$ cat src/rtl/uart_tx_sequencer_if.sv
// Buffer read port and UART TX handshake seen by the sequencer (master) and by
// the buffer/UART side (slave).
interface uart_tx_sequencer_if #(
    parameter int unsigned ADDR_W = 5,
    parameter int unsigned DATA_W = 8
);
    logic              mem_re;
    logic [ADDR_W-1:0] mem_raddr;
    logic [DATA_W-1:0] mem_rdata;
    logic [DATA_W-1:0] tx_data;
    logic              tx_valid;
    logic              tx_ready;

    modport master (
        output mem_re, mem_raddr, tx_data, tx_valid,
        input  mem_rdata, tx_ready
    );

    modport slave (
        input  mem_re, mem_raddr, tx_data, tx_valid,
        output mem_rdata, tx_ready
    );
endinterface

$ cat src/rtl/uart_tx_sequencer.sv
// Drains a run of bytes from the capture buffer to the UART transmitter.
// Optional early-stop input enabled by defining UART_SEQ_ABORT_EN.
module uart_tx_sequencer #(
    parameter int unsigned ADDR_W = 5,
    parameter int unsigned DATA_W = 8
) (
    input  logic              clk,
    input  logic              rst,
    input  logic              start,
    input  logic [ADDR_W-1:0] start_addr,
    input  logic [ADDR_W:0]   length,
`ifdef UART_SEQ_ABORT_EN
    input  logic              abort,
`endif
    output logic              busy,
    output logic              done,
    output logic [ADDR_W:0]   sent_cnt,
    uart_tx_sequencer_if.master bus
);
    localparam int unsigned CNT_W = ADDR_W + 1;
    localparam int unsigned DEPTH = 1 << ADDR_W;

    typedef enum logic [2:0] {IDLE, READ, WAIT, SEND, DONE} state_t;

    state_t              state_q, state_d;
    logic [ADDR_W-1:0]   addr_q, addr_d;
    logic [CNT_W-1:0]    rem_q, rem_d;
    logic [CNT_W-1:0]    cnt_q, cnt_d;
    logic                busy_q, busy_d;
    logic                done_q, done_d;
    logic                re_q, re_d;
    logic [ADDR_W-1:0]   raddr_q, raddr_d;
    logic [DATA_W-1:0]   txd_q, txd_d;
    logic                txv_q, txv_d;
    logic                last_c;
`ifdef UART_SEQ_ABORT_EN
    logic                abort_q, abort_d;
`endif

    // State and output registers
    always_ff @(posedge clk) begin
        if (rst) begin
            state_q <= IDLE;
            addr_q  <= '0;
            rem_q   <= '0;
            cnt_q   <= '0;
            busy_q  <= 1'b0;
            done_q  <= 1'b0;
            re_q    <= 1'b0;
            raddr_q <= '0;
            txd_q   <= '0;
            txv_q   <= 1'b0;
`ifdef UART_SEQ_ABORT_EN
            abort_q <= 1'b0;
`endif
        end else begin
            state_q <= state_d;
            addr_q  <= addr_d;
            rem_q   <= rem_d;
            cnt_q   <= cnt_d;
            busy_q  <= busy_d;
            done_q  <= done_d;
            re_q    <= re_d;
            raddr_q <= raddr_d;
            txd_q   <= txd_d;
            txv_q   <= txv_d;
`ifdef UART_SEQ_ABORT_EN
            abort_q <= abort_d;
`endif
        end
    end

    // Next state; registered outputs are computed from the next state so they
    // line up with the state they describe.
    always_comb begin
        state_d = state_q;
        addr_d  = addr_q;
        rem_d   = rem_q;
        cnt_d   = cnt_q;
        re_d    = 1'b0;
        raddr_d = raddr_q;
        txd_d   = txd_q;
        txv_d   = txv_q;
        last_c  = 1'b0;
`ifdef UART_SEQ_ABORT_EN
        abort_d = abort_q;
`endif
        unique case (state_q)
            IDLE: begin
`ifdef UART_SEQ_ABORT_EN
                abort_d = 1'b0;
`endif
                if (start) begin
                    addr_d = start_addr;
                    rem_d  = (length > CNT_W'(DEPTH)) ? CNT_W'(DEPTH) : length;
                    cnt_d  = '0;
                    if (length == '0) begin
                        state_d = DONE;
                    end else begin
                        state_d = READ;
                        re_d    = 1'b1;
                        raddr_d = start_addr;
                    end
                end
            end
            READ: begin
                state_d = WAIT;
`ifdef UART_SEQ_ABORT_EN
                if (abort) state_d = DONE;
`endif
            end
            WAIT: begin
                state_d = SEND;
                txd_d   = bus.mem_rdata;
                txv_d   = 1'b1;
`ifdef UART_SEQ_ABORT_EN
                if (abort) begin
                    state_d = DONE;
                    txd_d   = txd_q;
                    txv_d   = 1'b0;
                end
`endif
            end
            SEND: begin
                last_c = (rem_q == CNT_W'(1));
`ifdef UART_SEQ_ABORT_EN
                abort_d = abort_q | abort;
                last_c  = last_c | abort_q | abort;
`endif
                if (txv_q && bus.tx_ready) begin
                    txv_d  = 1'b0;
                    cnt_d  = cnt_q + CNT_W'(1);
                    addr_d = addr_q + ADDR_W'(1);
                    rem_d  = rem_q - CNT_W'(1);
                    if (last_c) begin
                        state_d = DONE;
                    end else begin
                        state_d = READ;
                        re_d    = 1'b1;
                        raddr_d = addr_q + ADDR_W'(1);
                    end
                end
            end
            DONE: state_d = IDLE;
            default: state_d = IDLE;
        endcase
        busy_d = (state_d != IDLE);
        done_d = (state_d == DONE);
    end

    assign busy          = busy_q;
    assign done          = done_q;
    assign sent_cnt      = cnt_q;
    assign bus.mem_re    = re_q;
    assign bus.mem_raddr = raddr_q;
    assign bus.tx_data   = txd_q;
    assign bus.tx_valid  = txv_q;
endmodule

$ cat src/flat_wrapper.sv
// flat-port wrapper written by rule: the top's interface ports become plain ports
module uart_tx_sequencer_flat 
#(
    parameter int unsigned ADDR_W = 5,
    parameter int unsigned DATA_W = 8
)
  (clk, rst, start, start_addr, length, busy, done, sent_cnt, bus_mem_re, bus_mem_raddr, bus_tx_data, bus_tx_valid, bus_mem_rdata, bus_tx_ready);
  uart_tx_sequencer_if #(.ADDR_W(ADDR_W), .DATA_W(DATA_W)) bus_i ();
  input  logic clk;
  input  logic rst;
  input  logic start;
  input  logic [ADDR_W-1:0] start_addr;
  input  logic [ADDR_W:0] length;
  output logic busy;
  output logic done;
  output logic [ADDR_W:0] sent_cnt;
  output wire logic [$bits(bus_i.mem_re)-1:0] bus_mem_re;
  output wire logic [$bits(bus_i.mem_raddr)-1:0] bus_mem_raddr;
  output wire logic [$bits(bus_i.tx_data)-1:0] bus_tx_data;
  output wire logic [$bits(bus_i.tx_valid)-1:0] bus_tx_valid;
  input wire logic [$bits(bus_i.mem_rdata)-1:0] bus_mem_rdata;
  input wire logic [$bits(bus_i.tx_ready)-1:0] bus_tx_ready;
  assign bus_mem_re = bus_i.mem_re;
  assign bus_mem_raddr = bus_i.mem_raddr;
  assign bus_tx_data = bus_i.tx_data;
  assign bus_tx_valid = bus_i.tx_valid;
  assign bus_i.mem_rdata = bus_mem_rdata;
  assign bus_i.tx_ready = bus_tx_ready;
  uart_tx_sequencer #(.ADDR_W(ADDR_W), .DATA_W(DATA_W)) u_core (.clk(clk), .rst(rst), .start(start), .start_addr(start_addr), .length(length), .busy(busy), .done(done), .sent_cnt(sent_cnt), .bus(bus_i));
endmodule
$ cat config.mk
export PLATFORM = sky130hd
export DESIGN_NAME = uart_tx_sequencer_flat
export DESIGN_NICKNAME = d
export VERILOG_FILES = /design/src/rtl/uart_tx_sequencer_if.sv /design/src/rtl/uart_tx_sequencer.sv /design/src/flat_wrapper.sv
export SDC_FILE = /design/constraint.sdc
export NUM_CORES = 1
export LEC_CHECK = 0
export ABC_AREA = 1
export CORE_MARGIN = 3
export CORE_UTILIZATION = 47
export DETAILED_ROUTE_END_ITERATION = 12
export PLACE_DENSITY_LB_ADDON = 0.12
export RECOVER_POWER = 100
export SLEW_MARGIN = 10
export SYNTH_ARGS = -nofsm -noshare
export SYNTH_HDL_FRONTEND = slang
export SYNTH_SLANG_ARGS = --single-unit
$ cat constraint.sdc
create_clock -name clk -period 2.16 [get_ports clk]
set_input_delay 0.432 -clock clk [delete_from_list [all_inputs] [get_ports clk]]
set_output_delay 0.432 -clock clk [all_outputs]
set_load 0.1 [all_outputs]
==> metrics.txt, run 1 <==
cell family with most CP delay buffers and inverters; share of the synthesized area in the top cell type between 40% and 50%; Post-Synthesis Cells ~260; CTS tree built; Die X 67.7 µm; Ant. Diodes 0; RSZ-0062 raised after global routing no; core area ~3500 µm²; post-CTS setup buffer count 0; Cell Chain, Critical Path dlygate4sd3_1, nand2_1, inv_1, nand2_1, nand2_4, inv_1, nand2_1, nand3_1, inv_1; WP data required ~2.3 ns; FF+latch count, synth 37; Final Critical Period 1.73 ns; largest net degree at the start of global routing 25; Worst Path Class, Setup primary input to flop; slew at the pin closest to its max-slew limit 0.588 ns; final setup violation count 0; Clock Sinks 37; # rows 21; Mapped Area approximately 1800 µm²; Synth area leaders dfxtp_1, nand2_1, nor2_1; DR iter-0 viols 73; Final Instance Area approximately 2300 µm²; WP data arrival around 1.9 ns; GRT Total Usage 19.5%; EDFF count, synth 0; area delta synth->final 26.9%; Max Cap Violations 0; # IOs 46; Synth Flop Type dfxtp_1; setup ws final ~0.43 ns; top post-synthesis cells by count nand2_1, dfxtp_1, nor2_1, nand3_1, a21oi_1; Startpoint Class primary input; crit path buf inv count 4; antenna violations before repair 0; most frequent cell after synthesis nand2_1; PD cells slightly below 900 nW/µm²; clock tree buffer depth 2; wire per inst between 10 and 15 µm; Post-DP Area about 2200 µm²; cts bufs inserted 5; Crit Path Max Fanout 24; syn nets approximately 290; NetSw a little over 0.0007 W; port bufs 45; total gr overflow 0; YS warnings 0; via count between 1.5k and 2k; post-synthesis average cell area approximately 6.9 µm²; CP max stage cell dlygate4sd3_1; Routed Antenna Nets 0; Worst-Skew Late Latency about 0.28 ns; Crit. End Element flop; Gate power share between 20% and 30%; initial core utilization 51.1%; maximum vdd drop about 510 µV; vias per cell slightly below 5; Max-Slew Margin vs Limit around three fifths; hold crit path type flop to flop; Pleak 1.02 nW; die height slightly below 70 µm; total power a little under 0.002 W; sw frac 35.8%; outcome finished clean; first-pass GRT wire length about 6800 µm; CTS Root Cell clkbuf_8; Worst Clk Skew about 0.0023 ns; cts repair resizes 0; Internal Power about 0.0013 W; register area share after synthesis 41.5%; Reg clk slew, reported paths about 0.070 ns; RD Place Congestion about 0.83; Final nets 332; Flop pwr share roughly two fifths; crit share post-route 79.9%; ys async rst share 0%; Max Freq 0.579 GHz; hold buffer count at CTS 0; final-report hold violation count 0; vias in the first global route 1557; fin. max-slew vios 0; top cell type by total area after synthesis dfxtp_1; H-tree depth 2; Total Wirelength approximately 4100 µm; HPWL Detailed 2980 µm; Die ar. around 4600 µm²; Yosys cell types 28; dpl ws roughly 0.30 ns; Crit path largest cell delay about 0.53 ns; DRC viols 0; share of layout cells above drive strength 1 about 13%; drt pass-1 iters 4; setup tns final 0 ns; proportion of power drawn by the clock network between 30% and 40%
==> worst min-delay path, delay by kind of cell (launching register included) <==
| kind | cells | cell delay (ns) |
|---|---|---|
| flops | 1 | 0.31 |
| simple gates | 1 | 0.06 |
| compound gates | 1 | 0.05 |
==> through the flow <==
step                      cells  utilization [%]  hold WS (ns)
after floorplan             258                -         0.493
after global placement      344             63.3         0.450
after detailed placement    344             63.3         0.457
after CTS                   352             66.7         0.468
after global routing        352             64.9         0.490
final                       352             64.9         0.465
==> cells in the final DEF (no fill, tap or decap), types with 3 or more instances in the layout <==
cell type        synthesis  final
o21ai_0                 14     16
ha_1                     4      4
clkbuf_2                 0     23
nor2_1                  37     38
inv_1                   20     21
nand2_1                 64     65
clkdlybuf4s50_1          0     20
nand3_1                 26     26
buf_4                    2      3
a21oi_1                 21     21
clkbuf_8                 0      6
nand4_1                  4      4
dfxtp_1                 37     37
==> state kept, by name (all words and copies together) (netlist names), 3 cells and up <==
name                  cells
u_core.addr_q             5
u_core.rem_q              6
u_core.state_q            3
u_core.sent_cnt           6
u_core.bus.tx_data        8
u_core.bus.mem_raddr      5
==> power groups by stage <==
stage | clock network, W | registers [W] | logic (W)
floorplan | 0 | 0.00102 | 0.000226
global placement | 0 | 0.000803 | 0.000582
detailed placement | 0 | 0.000804 | 0.000585
CTS | 0.000629 | 0.000789 | 0.000587
global route | 0.000662 | 0.000797 | 0.000616
finish | 0.000617 | 0.000789 | 0.000563
==> cell type report <==
class,count,area [µm²]
fillers,350,1230
repair buffers,48,358
clock buffers,7,86.3
well taps,46,57.6
clock inverters,1,30.0
inverters,24,90.1
multi-input cells,189,905
flip-flops and latches,37,741
==> final timing paths <==
| kind | startpoint | end | slack [ns] | cells past startpoint |
|---|---|---|---|---|
| hold reg to reg | u_core.bus.tx_data[1] | u_core.bus.tx_data[1] | 0.47 | 2 |
| setup / recovery | bus_tx_ready | u_core.addr_q[3] | 0.43 | 9 |
| hold / removal | u_core.bus.tx_data[1] | u_core.bus.tx_data[1] | 0.47 | 2 |
| setup reg to reg | u_core.state_q[1] | u_core.bus.tx_valid | 0.50 | 5 |
==> cells by family after synthesis <==
group	Yosys count	share of synthesized area, %
AO/OA/AOI/OAI	39	11.3
buffers and inverters	32	7.63
AND/OR/NAND/NOR	142	34.8
XOR/XNOR	4	1.96
flip-flops	37	41.5
adder cells (fa/ha/maj)	4	2.80
==> per-layer routing <==
layer,wire length [µm],global-route usage (%),up-vias,part of all wire [%]
li1,-,-,922,-
met1,1870,24.2,775,46
met2,1960,33.7,49,48
met3,243,4.66,2,5.9
met4,19,4.81,0,0.46
met5,0,0,-,0
Power figures use the tool's default switching activity.
==> run 2: changes to the inputs <==
clock period = 1.7 ns   (was 2.16 ns; I/O delays follow)
==> run 2 against run 1 <==
Against the previous run: design area rose by 4.2%; critical path type is now flop to flop; cell count rose by 3.4%; critical endpoint is now u_core.addr_q[0]; count of clock-buffer cells in the layout fell by 2.
==> metrics.txt, run 2 (synthesis gave the netlist of run 1 again) <==
outcome finished clean; post-CTS setup buffer count 0; WHS about 0.46 ns; hold buffer count at CTS 0; area delta synth->final 32.2%; commonest non-fill, non-tap cells in the layout nand2_1, nor2_1, dfxtp_1; total gr overflow 0; antenna violations before repair 0; hold crit path type flop to flop; Pleak ~1.1 nW; Max Cap Violations 0; Internal Power 0.00160 W; Final Critical Period about 1.5 ns; Crit Path Max Fanout 13; CTS Root Cell clkbuf_8; core area roughly 3500 µm²; proportion of power drawn by the clock network 30.9%; max reg flops 8; Reg clk slew, reported paths around 0.08 ns; Flop pwr share between 30% and 40%; Routed Antenna Nets 0; Worst Path Class, Setup flop to flop; Max Freq around 0.65 GHz; RSZ-0062 raised after global routing no; Worst-Skew Late Latency about 0.30 ns; vias per cell 5.15; WP data required 1.94 ns; RD Place Congestion a little under 0.9; crit share post-route ~91%; port bufs 45; # IOs 46; WP data arrival 1.78 ns; NetSw approximately 0.00096 W; clock tree buffer depth 2; HPWL Detailed between 3000 and 4000 µm; Die ar. 4580 µm²; cts repair resizes 0; wire per inst roughly 13 µm; vias in the first global route roughly 1.8k; H-tree depth 2; Gate power share just under 30%; Ant. Diodes 0; DR iter-0 viols 181; Final nets between 300 and 400; final setup violation count 0; final-report hold violation count 0; largest net degree at the start of global routing 22; via count 1874; sw frac between 30% and 40%; # rows 21; share of layout cells above drive strength 1 17.6%; Total Wirelength approximately 4600 µm; fin util roughly 68%; drt pass-1 iters 4; CTS tree built; GRT Total Usage 22.2%; Clock Sinks 37; Startpoint Class flop; Worst R2R Setup Slack 0.16 ns; slew at the pin closest to its max-slew limit around 0.64 ns; die height about 68 µm; Die X about 68 µm; Crit. End Element flop; DRC viols 0; maximum vdd drop approximately 730 µV; fin. max-slew vios 0; cts bufs inserted 5; first-pass GRT wire length ~7600 µm; initial core utilization between 50% and 60%; commonest non-fill, non-tap cell in the layout nand2_1; PD cells between 1000 and 1500 nW/µm²; Worst Clk Skew 0.00587 ns; Max-Slew Margin vs Limit 57.6%
==> run 2: cell type report <==
class	instances	area [µm²]
fill	307	1130
multi-input combinational	189	902
sequential	37	743
timing repair buffer	60	454
inverter	24	90.1
clock buffer	5	68.8
tap	46	57.6
clock inverter	3	46.3
==> run 2: power by group through the flow <==
stage          registers (W)  clock network, W  logic, W
2_1_floorplan        0.00130                 0  0.000287
3_3_place_gp         0.00104                 0  0.000864
3_5_place_dp         0.00105                 0  0.000874
4_1_cts              0.00103          0.000801  0.000880
5_1_grt              0.00102          0.000818  0.000825
6_report             0.00101          0.000789  0.000763
==> run 2: final timing paths <==
check	startpoint	endpoint	cells past startpoint
max	u_core.state_q[0]	u_core.addr_q[0]	7
min	u_core.bus.tx_data[2]	u_core.bus.tx_data[2]	2
max reg2reg	u_core.state_q[0]	u_core.addr_q[0]	7
min reg2reg	u_core.bus.tx_data[2]	u_core.bus.tx_data[2]	2
==> run 2: per-stage QoR <==
| stage | setup TNS [ns] | std cells | worst slack (ns) | power (W) | cell area [µm²] |
|---|---|---|---|---|---|
| after floorplan | 0 | 258 | 0.0309 | 0.00159 | 1790 |
| after global placement | -0.0200 | 354 | -0.0200 | 0.00191 | 2580 |
| after detailed placement | -0.292 | 354 | -0.0857 | 0.00192 | 2580 |
| after CTS | 0 | 362 | 0.101 | 0.00271 | 2700 |
| after global routing | 0 | 364 | 0.0350 | 0.00266 | 2360 |
| final | 0 | 364 | 0.160 | 0.00256 | 2360 |
==> run 2: per-layer routing <==
layer	vias up	share of wire (%)	GRT usage (%)
met2	66	50	36.9
met5	-	0	0
met3	9	6.8	7.15
met1	851	41	25.0
li1	948	-	-
met4	0	1.9	11.6
==> run 2: worst max-delay path: stages, from the launching register on <==
cell and delay [ns]:
dfxtp_1 0.42, nand2_1 0.12, nor2_4 0.17, nand2_2 0.10, nand2_4 0.15, clkbuf_2 0.23
o21ai_0 0.11, a21oi_1 0.16
==> run 3: changes to the inputs <==
--- a/config.mk
+++ b/config.mk
@@ -10,5 +10,5 @@
 export CORE_UTILIZATION = 47
+export CTS_CLUSTER_DIAMETER = 120
 export DETAILED_ROUTE_END_ITERATION = 12
 export PLACE_DENSITY_LB_ADDON = 0.12
-export RECOVER_POWER = 100
 export SLEW_MARGIN = 10
--- a/constraint.sdc
+++ b/constraint.sdc
@@ -3,2 +3,2 @@
 set_output_delay 0.34 -clock clk [all_outputs]
-set_load 0.1 [all_outputs]
+set_load 0.02 [all_outputs]
==> run 3 against run 2 <==
Against the previous run: clock power is 15% lower; power shrank 13%; largest cell class unchanged; design area is 4.9% higher; flip-flop and latch count stayed put; clock skew fell by 0.00077 ns; global-route usage shrank 2.1 points.
==> metrics.txt, run 3 (synthesis gave the netlist of run 1 again) <==
outcome finished clean; Worst Clk Skew approximately 0.0051 ns; # rows 21; maximum vdd drop 609 µV; Worst R2R Path Depth 9; Ant. Diodes 0; Final Critical Period about 1.6 ns; Internal Power ~0.0016 W; hold crit path type flop to flop; antenna violations before repair 0; CP max stage cell clkdlybuf4s50_1; Worst-Skew Late Latency just under 0.3 ns; CTS Root Cell clkbuf_8; Hold Path Stages 2; drt pass-1 iters 4; Gate power share around a quarter; max reg flops 8; Cells after DPL approximately 350; RD Place Congestion around 0.86; NetSw around 0.00066 W; vias in the first global route between 1.5k and 2k; Die X around 68 µm; PD cells between 900 and 1000 nW/µm²; WP data arrival approximately 1.3 ns; fill count approximately 300; share of layout cells above drive strength 1 10.1%; CTS tree built; RSZ-0062 raised after global routing no; Flop pwr share roughly 45%; initial core utilization ~51%; sw frac between 20% and 30%; Routed Antenna Nets 0; Crit Path Max Fanout 4; fin. max-slew vios 0; vias per cell around 5; Crit path largest cell delay between 0.6 and 0.7 ns; WP data required 1.36 ns; Die ar. between 4000 and 5000 µm²; clock tree buffer depth 2; area delta synth->final 38.7%; DRC viols 0; Final Instance Area about 2500 µm²; DR iter-0 viols roughly 130; commonest non-fill, non-tap cell in the layout nand2_1; # IOs 46; crit share post-route ~97%; via count around 1.8k; final setup violation count 0; Startpoint Class flop; core area roughly 3500 µm²; Final nets roughly 340; die height about 68 µm; largest net degree at the start of global routing 22; commonest non-fill, non-tap cells in the layout nand2_1, clkdlybuf4s50_1, nor2_1, dfxtp_1, nand3_1; cts bufs inserted 5; proportion of power drawn by the clock network 30.0%; Crit. End Element output pin; Reg clk slew, reported paths roughly 0.07 ns; Max Cap Violations 0; Cell Chain, Critical Path clkdlybuf4s50_1; wire per inst between 10 and 15 µm; H-tree depth 2; Post-DP Area approximately 2400 µm²; Clock Sinks 37; Max Freq slightly above 0.6 GHz; critical path depth 1; GRT Total Usage about a fifth; crit path buf inv count 1; post-route insts no fill 362; Max-Slew Margin vs Limit approximately 77%; cell family with most CP delay buffers and inverters; port bufs 45; Total Wirelength 4160 µm; post-CTS setup buffer count 0; Pleak 1.09 nW; slew at the pin closest to its max-slew limit 0.338 ns; Worst Path Class, Setup flop to output pin; HPWL Detailed 3020 µm; first-pass GRT wire length just under 7000 µm; total gr overflow 0; final-report hold violation count 0
==> run 3: through the flow <==
stage                     setup TNS, ns  total power, W  utilization, %  worst slack [ns]  hold slack [ns]
after floorplan                       0         0.00135               -             0.435            0.480
after global placement          -0.0186         0.00157            67.8           -0.0186            0.449
after detailed placement         -0.277         0.00158            67.8           -0.0718            0.453
after CTS                             0         0.00225            70.7           0.00473            0.464
after global routing                  0         0.00236            70.9           0.00407            0.492
final                                 0         0.00223            70.9            0.0581            0.460
==> run 3: area by class of cell <==
cell class | count | area, µm² | area share [%]
Multi-Input combinational cell | 189 | 910 | 36.7
Sequential cell | 37 | 741 | 29.9
Timing Repair Buffer | 58 | 578 | 23.3
Clock buffer | 7 | 96.3 | 3.89
Inverter | 24 | 90.1 | 3.64
Tap cell | 46 | 57.6 | 2.32
Clock inverter | 1 | 5.00 | 0.202
==> run 3: what timing repair did <==
action	CTS	global route
hold buffers	0	0
endpoints found under the setup margin	0	2
resized for setup	0	2
==> run 3: worst min-delay path: stages (launching register included) <==
cell and delay (ns):
dfxtp_1 0.31, nand2_1 0.06, a21oi_1 0.05
==> run 3: worst paths after layout <==
kind | startpoint | end | slack (ns)
setup reg to reg | u_core.state_q[0] | u_core.state_q[0] | 0.30
hold / removal | u_core.bus.tx_data[4] | u_core.bus.tx_data[4] | 0.46
hold reg to reg | u_core.bus.tx_data[4] | u_core.bus.tx_data[4] | 0.46
setup / recovery | u_core.sent_cnt[4] | sent_cnt[4] | 0.06
==> run 3: power by group through the flow <==
stage | sequential [W] | clock (W) | combinational (W)
after floorplan | 0.00106 | 0 | 0.000287
after global placement | 0.00102 | 0 | 0.000554
after detailed placement | 0.00102 | 0 | 0.000560
after global routing | 0.00101 | 0.000724 | 0.000626
final | 0.00100 | 0.000670 | 0.000562
after CTS | 0.00100 | 0.000680 | 0.000567
==> run 3: metal layers <==
metal | share of wire, % | GRT usage [%]
met1 | 47 | 26.3
met2 | 46 | 31.5
met3 | 5.2 | 5.66
met4 | 1.5 | 7.09
met5 | 0 | 0
